File: src/rtl/seven_seg_pkg.sv
// rtl/seven_seg_pkg.sv - shared segment type and BCD glyph constants
// Purpose: segment vector type plus the active-high glyphs for BCD 0-9 and blank.
// Bit order of seg_t is {g,f,e,d,c,b,a}.
package seven_seg_pkg;

  typedef logic [6:0] seg_t;

  localparam seg_t SEG_0     = 7'h3F;
  localparam seg_t SEG_1     = 7'h06;
  localparam seg_t SEG_2     = 7'h5B;
  localparam seg_t SEG_3     = 7'h4F;
  localparam seg_t SEG_4     = 7'h66;
  localparam seg_t SEG_5     = 7'h6D;
  localparam seg_t SEG_6     = 7'h7D;
  localparam seg_t SEG_7     = 7'h07;
  localparam seg_t SEG_8     = 7'h7F;
  localparam seg_t SEG_9     = 7'h6F;
  localparam seg_t SEG_BLANK = 7'h00;

endpackage

File: src/rtl/seven_seg_scan_bcd.sv
// rtl/seven_seg_scan_bcd.sv - combinational BCD to seven-segment decoder
// Purpose: maps one BCD nibble to its segment glyph; codes 10-15 are blank.
// Ports:
//   i_bcd  in  4  BCD code
//   o_seg  out 7  active-high segments {g,f,e,d,c,b,a}
module bcd_to_7seg
  import seven_seg_pkg::*;
(
  input  logic [3:0] i_bcd,
  output seg_t       o_seg
);

  always_comb begin
    o_seg = SEG_BLANK;
    case (i_bcd)
      4'd0: o_seg = SEG_0;
      4'd1: o_seg = SEG_1;
      4'd2: o_seg = SEG_2;
      4'd3: o_seg = SEG_3;
      4'd4: o_seg = SEG_4;
      4'd5: o_seg = SEG_5;
      4'd6: o_seg = SEG_6;
      4'd7: o_seg = SEG_7;
      4'd8: o_seg = SEG_8;
      4'd9: o_seg = SEG_9;
      default: o_seg = SEG_BLANK;
    endcase
  end

endmodule

File: src/rtl/seven_seg_scan.sv
// rtl/seven_seg_scan.sv - multiplexed seven-segment display scanner
// Purpose: time-multiplexes DIGIT_COUNT BCD digits onto one segment bus, with a
// shadow/pending scheme so new values only appear at frame boundaries.
// Optional feature: define SEVEN_SEG_LZ_BLANK_EN to blank leading zeros.
// Ports:
//   clk       in   1               clock
//   rst       in   1               synchronous active-high reset
//   load      in   1               strobe, captures digits
//   digits    in   DIGIT_COUNT*4   packed BCD, index 0 least significant
//   anode     out  DIGIT_COUNT     one-hot digit enable
//   segments  out  7               active-high segments {g,f,e,d,c,b,a}
//   frame     out  1               pulse on the cycle the scan index returns to 0
module seven_seg_scan
  import seven_seg_pkg::*;
#(
  parameter int DIGIT_COUNT = 4,
  parameter int PRESCALE    = 1000
) (
  input  logic                        clk,
  input  logic                        rst,
  input  logic                        load,
  input  logic [DIGIT_COUNT-1:0][3:0] digits,
  output logic [DIGIT_COUNT-1:0]      anode,
  output seg_t                        segments,
  output logic                        frame
);

  localparam int PW = $clog2(PRESCALE);
  localparam int IW = (DIGIT_COUNT > 1) ? $clog2(DIGIT_COUNT) : 1;

  logic [PW-1:0]                 r_presc;
  logic [IW-1:0]                 r_idx;
  logic [DIGIT_COUNT-1:0][3:0]   r_shadow;
  logic [DIGIT_COUNT-1:0][3:0]   r_disp;
  logic                          r_pending;
  logic [DIGIT_COUNT-1:0]        r_anode;
  seg_t                          r_segments;
  logic                          r_frame;

  logic                          w_tc;
  logic                          w_wrap;
  logic [IW-1:0]                 w_idx_next;
  logic [DIGIT_COUNT-1:0][3:0]   w_disp_next;
  logic [3:0]                    w_sel_digit;
  seg_t                          w_dec_seg;
  logic                          w_blank;

  assign w_tc   = (r_presc == PW'(PRESCALE - 1));
  assign w_wrap = w_tc && (r_idx == IW'(DIGIT_COUNT - 1));

  always_comb begin
    w_idx_next = r_idx;
    if (w_tc) begin
      w_idx_next = (r_idx == IW'(DIGIT_COUNT - 1)) ? '0 : r_idx + 1'b1;
    end
  end

  // A load landing on the wrap edge bypasses the shadow so it shows this frame.
  always_comb begin
    w_disp_next = r_disp;
    if (w_wrap && load) begin
      w_disp_next = digits;
    end else if (w_wrap && r_pending) begin
      w_disp_next = r_shadow;
    end
  end

  // Decode the digit that will be lit after this edge, so anode and segments
  // are registered together.
  assign w_sel_digit = w_disp_next[w_idx_next];

  bcd_to_7seg u_dec (
    .i_bcd (w_sel_digit),
    .o_seg (w_dec_seg)
  );

`ifdef SEVEN_SEG_LZ_BLANK_EN
  // Blank when this digit and everything above it is zero; digit 0 always shows.
  logic w_upper_zero;
  always_comb begin
    w_upper_zero = 1'b1;
    for (int j = 0; j < DIGIT_COUNT; j++) begin
      if ((j >= int'(w_idx_next)) && (w_disp_next[j] != 4'd0)) begin
        w_upper_zero = 1'b0;
      end
    end
    w_blank = (w_idx_next != '0) && w_upper_zero;
  end
`else
  assign w_blank = 1'b0;
`endif

  always_ff @(posedge clk) begin
    if (rst) begin
      r_presc    <= '0;
      r_idx      <= '0;
      r_shadow   <= '0;
      r_disp     <= '0;
      r_pending  <= 1'b0;
      r_anode    <= DIGIT_COUNT'(1);
      r_segments <= SEG_0;
      r_frame    <= 1'b0;
    end else begin
      r_presc   <= w_tc ? '0 : r_presc + 1'b1;
      r_idx     <= w_idx_next;
      r_disp    <= w_disp_next;
      r_frame   <= w_wrap;
      // Every wrap either commits or finds nothing pending, so it always clears.
      r_pending <= w_wrap ? 1'b0 : (r_pending | load);
      if (load) begin
        r_shadow <= digits;
      end
      if (w_tc) begin
        r_anode    <= DIGIT_COUNT'(1) << w_idx_next;
        r_segments <= w_blank ? SEG_BLANK : w_dec_seg;
      end
    end
  end

  assign anode    = r_anode;
  assign segments = r_segments;
  assign frame    = r_frame;

endmodule

File: config.mk
export PLATFORM = sky130hd
export DESIGN_NAME = seven_seg_scan
export DESIGN_NICKNAME = d
export VERILOG_FILES = /design/src/rtl/seven_seg_pkg.sv /design/src/rtl/seven_seg_scan_bcd.sv /design/src/rtl/seven_seg_scan.sv
export SDC_FILE = /design/constraint.sdc
export NUM_CORES = 1
export LEC_CHECK = 0
export ABC_CLOCK_PERIOD_IN_PS = 3500
export BUFFER_PORTS_ARGS = -buffer_cell sky130_fd_sc_hd__buf_2
export CORE_UTILIZATION = 60
export CTS_BUF_LIST = sky130_fd_sc_hd__clkbuf_4 sky130_fd_sc_hd__clkbuf_8
export DETAILED_ROUTE_END_ITERATION = 12
export HOLD_SLACK_MARGIN = 0.03
export PLACE_DENSITY_LB_ADDON = 0.15
export SLEW_MARGIN = 10
export SYNTH_ARGS = -nofsm -noshare
export SYNTH_HDL_FRONTEND = slang
export SYNTH_SLANG_ARGS = --single-unit
File: constraint.sdc
create_clock -name clk -period 3.5 [get_ports clk]
set_input_delay 0.35 -clock clk [delete_from_list [all_inputs] [get_ports clk]]
set_output_delay 0.35 -clock clk [all_outputs]
set_load 0.03 [all_outputs]
# Word-level counts from Yosys, hierarchy flattened
# Memory sizes are Yosys's and may differ from the RTL's. A register that Yosys moved wholly into a read port is not among the register bits.
# Cells that the tools add are included.
[word_totals]
register_bits = 50
rom_bits = 112
in_bits = 19
elab_cells = 32
memories = 1
[classes]
add_sub_neg = 2
n_lt_le_gt_ge = 1
eq_ne = 2
shifts = 1
n_mux = 6
bitwise_logic = 1
n_reduce_logical = 5
[memory_table]
columns = ["memory", "words", "word_bits", "read_ports", "rd_clocked_by_memory_dff", "wr", "line", "source"]
rows = [
  ["(no name shown)", 16, 7, 1, 1, 0, "seven_seg_scan_bcd.sv:15", "case (i_bcd)"],
]
[op_table]
columns = ["operator", "n"]
rows = [
  ["2-to-1 mux 16 bit", 2],
  ["adder 10 x 1 -> 10 bit (second input constant)", 1],
  ["== test 10 bit (second input constant)", 1],
  ["binary-select mux 4 bit (select 2 bit)", 1],
  ["2-to-1 mux 2 bit", 2],
  ["2-to-1 mux 4 bit", 1],
  ["OR reduction 2 bit", 2],
  ["left shift 1 x 2 -> 4 bit (first input constant)", 1],
  ["logical AND 1 bit", 3],
  ["< comparator 2 x 3 -> 1 bit (second input constant)", 1],
  ["adder 2 x 1 -> 2 bit (second input constant)", 1],
  ["== test 2 bit (second input constant)", 1],
  ["OR 1 bit", 1],
]

# Longest topological paths before layout
[depth]
depth_word = 7
mapped_depth = 11
mapped_depth_nobuf = 10

# Modules after synthesis
# Synthesis repeated with hierarchy kept, for this count alone.
[hier_totals]
hier_cells = 312
area_unflattened_um2 = 2825.2
[by_module_without_submodules]
columns = ["module", "n_inst", "cells_each", "area_each_um2", "seq_area_each_um2"]
rows = [
  ["seven_seg_scan", 1, 286, 2623.8, 1141.1],
  ["bcd_to_7seg", 1, 26, 201.4, 0.0],
]

# Worst setup path before layout
# Ideal clock, no wire load.
[synth_path]
path_kind = "register to register"
start = "register r_presc[0]"
end = "register r_segments[4], in the netlist segments[4]"
arrival_ps = 2914
t_required_ps = 3365
path_slack_ps = 450
stages_incl_launch_ff = 12
path_buffers = 1
period_less_slack_ps = 3050
path_cell_list = "dfxtp_1 -> ha_1 -> nand4b_4 -> or4_4 -> buf_6 -> o32ai_4 -> nor3_2 -> a2111oi_4 -> inv_1 -> ha_1 -> a2111oi_0 -> a311oi_1"
[synth_via]
elab_chain_cells = 7
word_cells_on_any_way = 9
classes_between = "1 x eq/ne; 5 x mux; 3 x reduce/logical"
[synth_lines]
columns = ["item", "line", "source"]
rows = [
  ["start: declaration", "seven_seg_scan.sv:31", "logic [PW-1:0] r_presc;"],
  ["start signal: assignment", "seven_seg_scan.sv:104", "r_presc <= w_tc ? '0 : r_presc + 1'b1;"],
  ["== test 10 bit *", "seven_seg_scan.sv:48", "assign w_tc = (r_presc == PW'(PRESCALE - 1));"],
  ["logical AND 1 bit", "seven_seg_scan.sv:49", "assign w_wrap = w_tc && (r_idx == IW'(DIGIT_COUNT - 1));"],
  ["logical AND 1 bit", "seven_seg_scan.sv:63", "end else if (w_wrap && r_pending) begin"],
  ["2-to-1 mux 16 bit", "seven_seg_scan.sv:63", ""],
  ["2-to-1 mux 16 bit", "seven_seg_scan.sv:61", "if (w_wrap && load) begin"],
  ["binary-select mux 4 bit (select 2 bit)", "seven_seg_scan.sv:70", "assign w_sel_digit = w_disp_next[w_idx_next];"],
  ["2-to-1 mux 4 bit (not written as such)", "seven_seg_scan.sv:70", ""],
  ["end: declaration", "seven_seg_scan.sv:37", "seg_t r_segments;"],
]
# Every way passes the cells marked *; elsewhere a longest branch is shown, timed or not. The select of a mux whose other input is x is not followed.
# A chain may end at the register's enable or synchronous reset.

# Final worst setup path
# Same ends and word-level chain as after synthesis.

==> metrics <==
area fraction in and, or, nand and nor cells after synthesis=21.5%; Core Region=4440 um^2; Setup CP Type=reg -> reg; global-route wire length before repair=10600 um; number of setup violations in the final report=0; Final Wtd Congestion=0.798; sum of overflow across all layers after global routing=0; largest net degree at the start of global routing=52; design internal power=1.09 mW; HP Class=in -> reg; top cells by area in the synthesized netlist=dfxtp_1 40%, mux2i_1 5.7%, nor2_1 5.4%; critical path endpoint category=flip-flop; pin slew with the least headroom to its limit=921 ps; Max Fclk=314 MHz; overall global routing resource usage=27.2%; root buffer cell=clkbuf_8; CTS tree=built; Data arrival, critical path=3390 ps; # IOs=31; instance count of the mapped netlist=306; area growth from synthesis to layout=13.7%; DRC=4; post-synthesis sequential area ratio=40.4%; power spent charging and discharging nets=304 uW; fraction of the mapped netlist area in compound gates=22.0%; Port Buffers=30; post-synthesis instance area=2830 um^2; Fin Clk Skew=5.15 ps; number of enable-type register cells in the synthesized netlist=0; Initial Utilization=63.6%; initial antenna violation count=0; cells along the critical path=ha_1 > nand4b_4 > or4_1 > o22ai_1 > nor3_2 > a2111oi_4 > inv_1 > ha_1 > a2111oi_0 > a311oi_1; count of pins over their slew limit=0; share of synthesized cell area in full adder, half adder and majority cells=3.54%; total clock buffers created by CTS=9; # H-tree levels=3; synthesized area divided by synthesized cell count=9.24 um^2; RSZ-0062 raised after global routing=no; proportion of power drawn by the clock network=46.6%; number of global-route vias before repair=2262; Vias per Instance=6.21; main combinational cell family by area after synthesis=compound AO/OA/AOI/OAI gates; diode insertion count for antenna repair=0; Layout fillers=375; most used flip-flop cell after synthesis=dfxtp_1; CTS Buffer Depth=2; Net count, final=364; shortest clock period the worst path allows after layout=3190 ps; number of buffers added for setup after CTS=0; post-detailed-placement half-perimeter wirelength=4290 um; post-synthesis cell type with the largest combined area=dfxtp_1; final period utilization=91.0%; number of non-filler instances in the completed layout=394; top cell family by delay on the critical path=compound AO/OA/AOI/OAI gates; relative contribution of combinational cells to total power=5.2%; sequential group share of total power=48.3%; clk slew on worst S/H paths=60 ps; Sw Ratio=21.7%; Synth Area in XOR/XNOR=2.17%; Placed Cells=378; Final ANT Viol Nets=0; count of buffer and inverter cells on the critical path=1; post-placement worst setup slack=288 ps; CP max-delay cell=or4_1; drt initial violations=210; status=finished, violations left; crit-path max FO=9; post-synthesis cell type count=57; die area=4990 um^2; FP Rows=24; final setup slack of the worst path=314 ps; Total Neg Setup Slack=0 ps; maxcap violations=0; violations in the final reports=design-rule violations; total length of routed wires=6340 um; total power per unit cell area=435 nW/um^2; post-synthesis async set-or-reset flop share=0%; remaining max-slew budget at the tightest pin=38.6%; launching element type of the critical path=flip-flop; Die H=70.6 um; cell occurring most often along the worst timing path=ha_1; detailed-route wire length per cell=16.1 um; net count after synthesis=333; worst IR drop on VDD=0.000302 V; Yosys Warn Count=0; clock network latency to the later pin of the worst-skew pair=330 ps; reported leakage power=1.27 nW; horizontal die dimension=70.6 um; synthesis-stage register bit count=57; Critical Path RT=3710 ps; critical path's largest stage delay=680 ps; multiplexer area fraction after synthesis=6.06%; final count of hold timing violations=0; proportion of netlist area held by the largest area contributor=40.4%; number of sinks handled by clock tree synthesis=57; Initial DRT Pass Iterations=8; layout cells sized above 1=20.8%; via count=2446
==> worst register-to-register path: cells and delay by family, from the launching register on <==
family                     cells  cell delay [ps]
AOI/OAI and AO/OA              4             1090
DFF                            1              370
adders and majority gates      2              490
and+or+nand+nor                3              970
buffers and inverters          1              140
==> cell families after synthesis <==
logic type               count (synthesis)
AND/OR/NAND/NOR                        116
multiplexers                            17
adder cells (fa/ha/maj)                  8
buffers and inverters                   24
AO/OA/AOI/OAI                           77
XOR/XNOR                                 7
flip-flops                              57
==> cells in the final DEF, fill, tap and decap left out, types with 3 or more instances in the layout <==
master | netlist | routed
ha_1 | 8 | 8
o22ai_1 | 8 | 8
a32oi_1 | 3 | 3
xnor2_1 | 4 | 4
and2_1 | 4 | 4
clkbuf_8 | 0 | 12
a22oi_1 | 6 | 6
o21ai_0 | 6 | 6
nor2_1 | 41 | 41
inv_1 | 8 | 8
a211o_1 | 3 | 3
nand2_1 | 23 | 23
nand2b_1 | 3 | 3
nor4_1 | 4 | 4
nand4_1 | 3 | 3
mux2i_1 | 16 | 16
dfxtp_1 | 57 | 57
o21bai_1 | 3 | 3
a211oi_1 | 3 | 3
a41oi_1 | 4 | 4
o22a_1 | 3 | 3
a21oi_1 | 13 | 13
nand3_1 | 13 | 13
buf_2 | 3 | 30
xor2_1 | 3 | 3
a31oi_1 | 3 | 3
o32ai_1 | 3 | 3
buf_4 | 0 | 6
nor3_1 | 11 | 11
==> path summary, 6_finish.rpt <==
kind                            slack (ps)         from            to  cells past startpoint
worst max-delay path                   310   r_presc[0]   segments[4]                     10
worst min-delay path                   270   digits[15]  r_shadow[15]                      3
worst max register to register         310   r_presc[0]   segments[4]                     10
worst min register to register         460  segments[2]   segments[2]                      1
==> registers in the layout, summed over array words and instances, names as in the netlist <==
register / flops
anode: 4
frame: 1
r_disp: 16
r_idx: 2
r_pending: 1
r_presc: 10
r_shadow: 16
segments: 7
==> final cells by class <==
cell class / instances / area [um^2] / area share, %
Multi-Input combinational cell: 225 / 1570 / 48.8
Sequential cell: 57 / 1140 / 35.5
Timing Repair Buffer: 36 / 195 / 6.07
Clock buffer: 14 / 180 / 5.61
Tap cell: 52 / 65.1 / 2.02
Clock inverter: 2 / 35.0 / 1.09
Inverter: 8 / 30.0 / 0.934
==> power groups by stage <==
| stage | Combinational [mW] | Sequential [mW] | Clock (mW) |
|---|---|---|---|
| final | 0.0722 | 0.675 | 0.651 |
| after global routing | 0.0798 | 0.676 | 0.693 |
| after CTS | 0.0720 | 0.675 | 0.661 |
| after detailed placement | 0.0718 | 0.688 | 0 |
| after global placement | 0.0701 | 0.688 | 0 |
| after floorplan | 0.0489 | 0.685 | 0 |
==> per-layer routing <==
layer / GRT usage [%] / part of all wire [%] / vias up
met5: 0 / 0 / -
met4: 11.3 / 2.1 / 0
met3: 7.26 / 3.9 / 15
met2: 42.6 / 47 / 62
met1: 35.8 / 46 / 1165
li1: - / - / 1204
==> Yosys cell counts, drive strengths merged, types with 2 or more instances <==
master and instances:
or2 2, a221o 2, nand4 4, a41oi 4, o22ai 8, o32ai 5, a22oi 6, o32a 2
nor3 12, a21oi 13, nor4 5, a311oi 2, inv 8, nor2 41, a2111oi 2, buf 8
a21boi 2, nand2 23, a32oi 3, xnor2 4, clkbuf 8, dfxtp 57, o22a 4, xor2 3
nand3 13, a211oi 4, mux2i 16, o21ai 6, nand2b 3, ha 8, or4 3, and2 4
a211o 3, a31oi 3, nor2b 2, o21bai 3
==> timing repair <==
| item | in CTS | in global routing |
|---|---|---|
| setup endpoints to repair | 0 | 4 |
| hold buffers | 0 | 0 |
| endpoints found under the hold margin | 0 | 0 |
| gates resized for setup | 0 | 1 |
==> stage by stage <==
step,hold WS [ps],util [%],instance area [um^2],power [mW]
global placement,432,67.3,2990,0.758
floorplan,418,-,2830,0.734
finish,269,72.3,3210,1.40
detailed placement,436,67.3,2990,0.760
global route,275,72.3,3210,1.45
CTS,254,72.2,3210,1.41
Power figures use the tool's default switching activity.
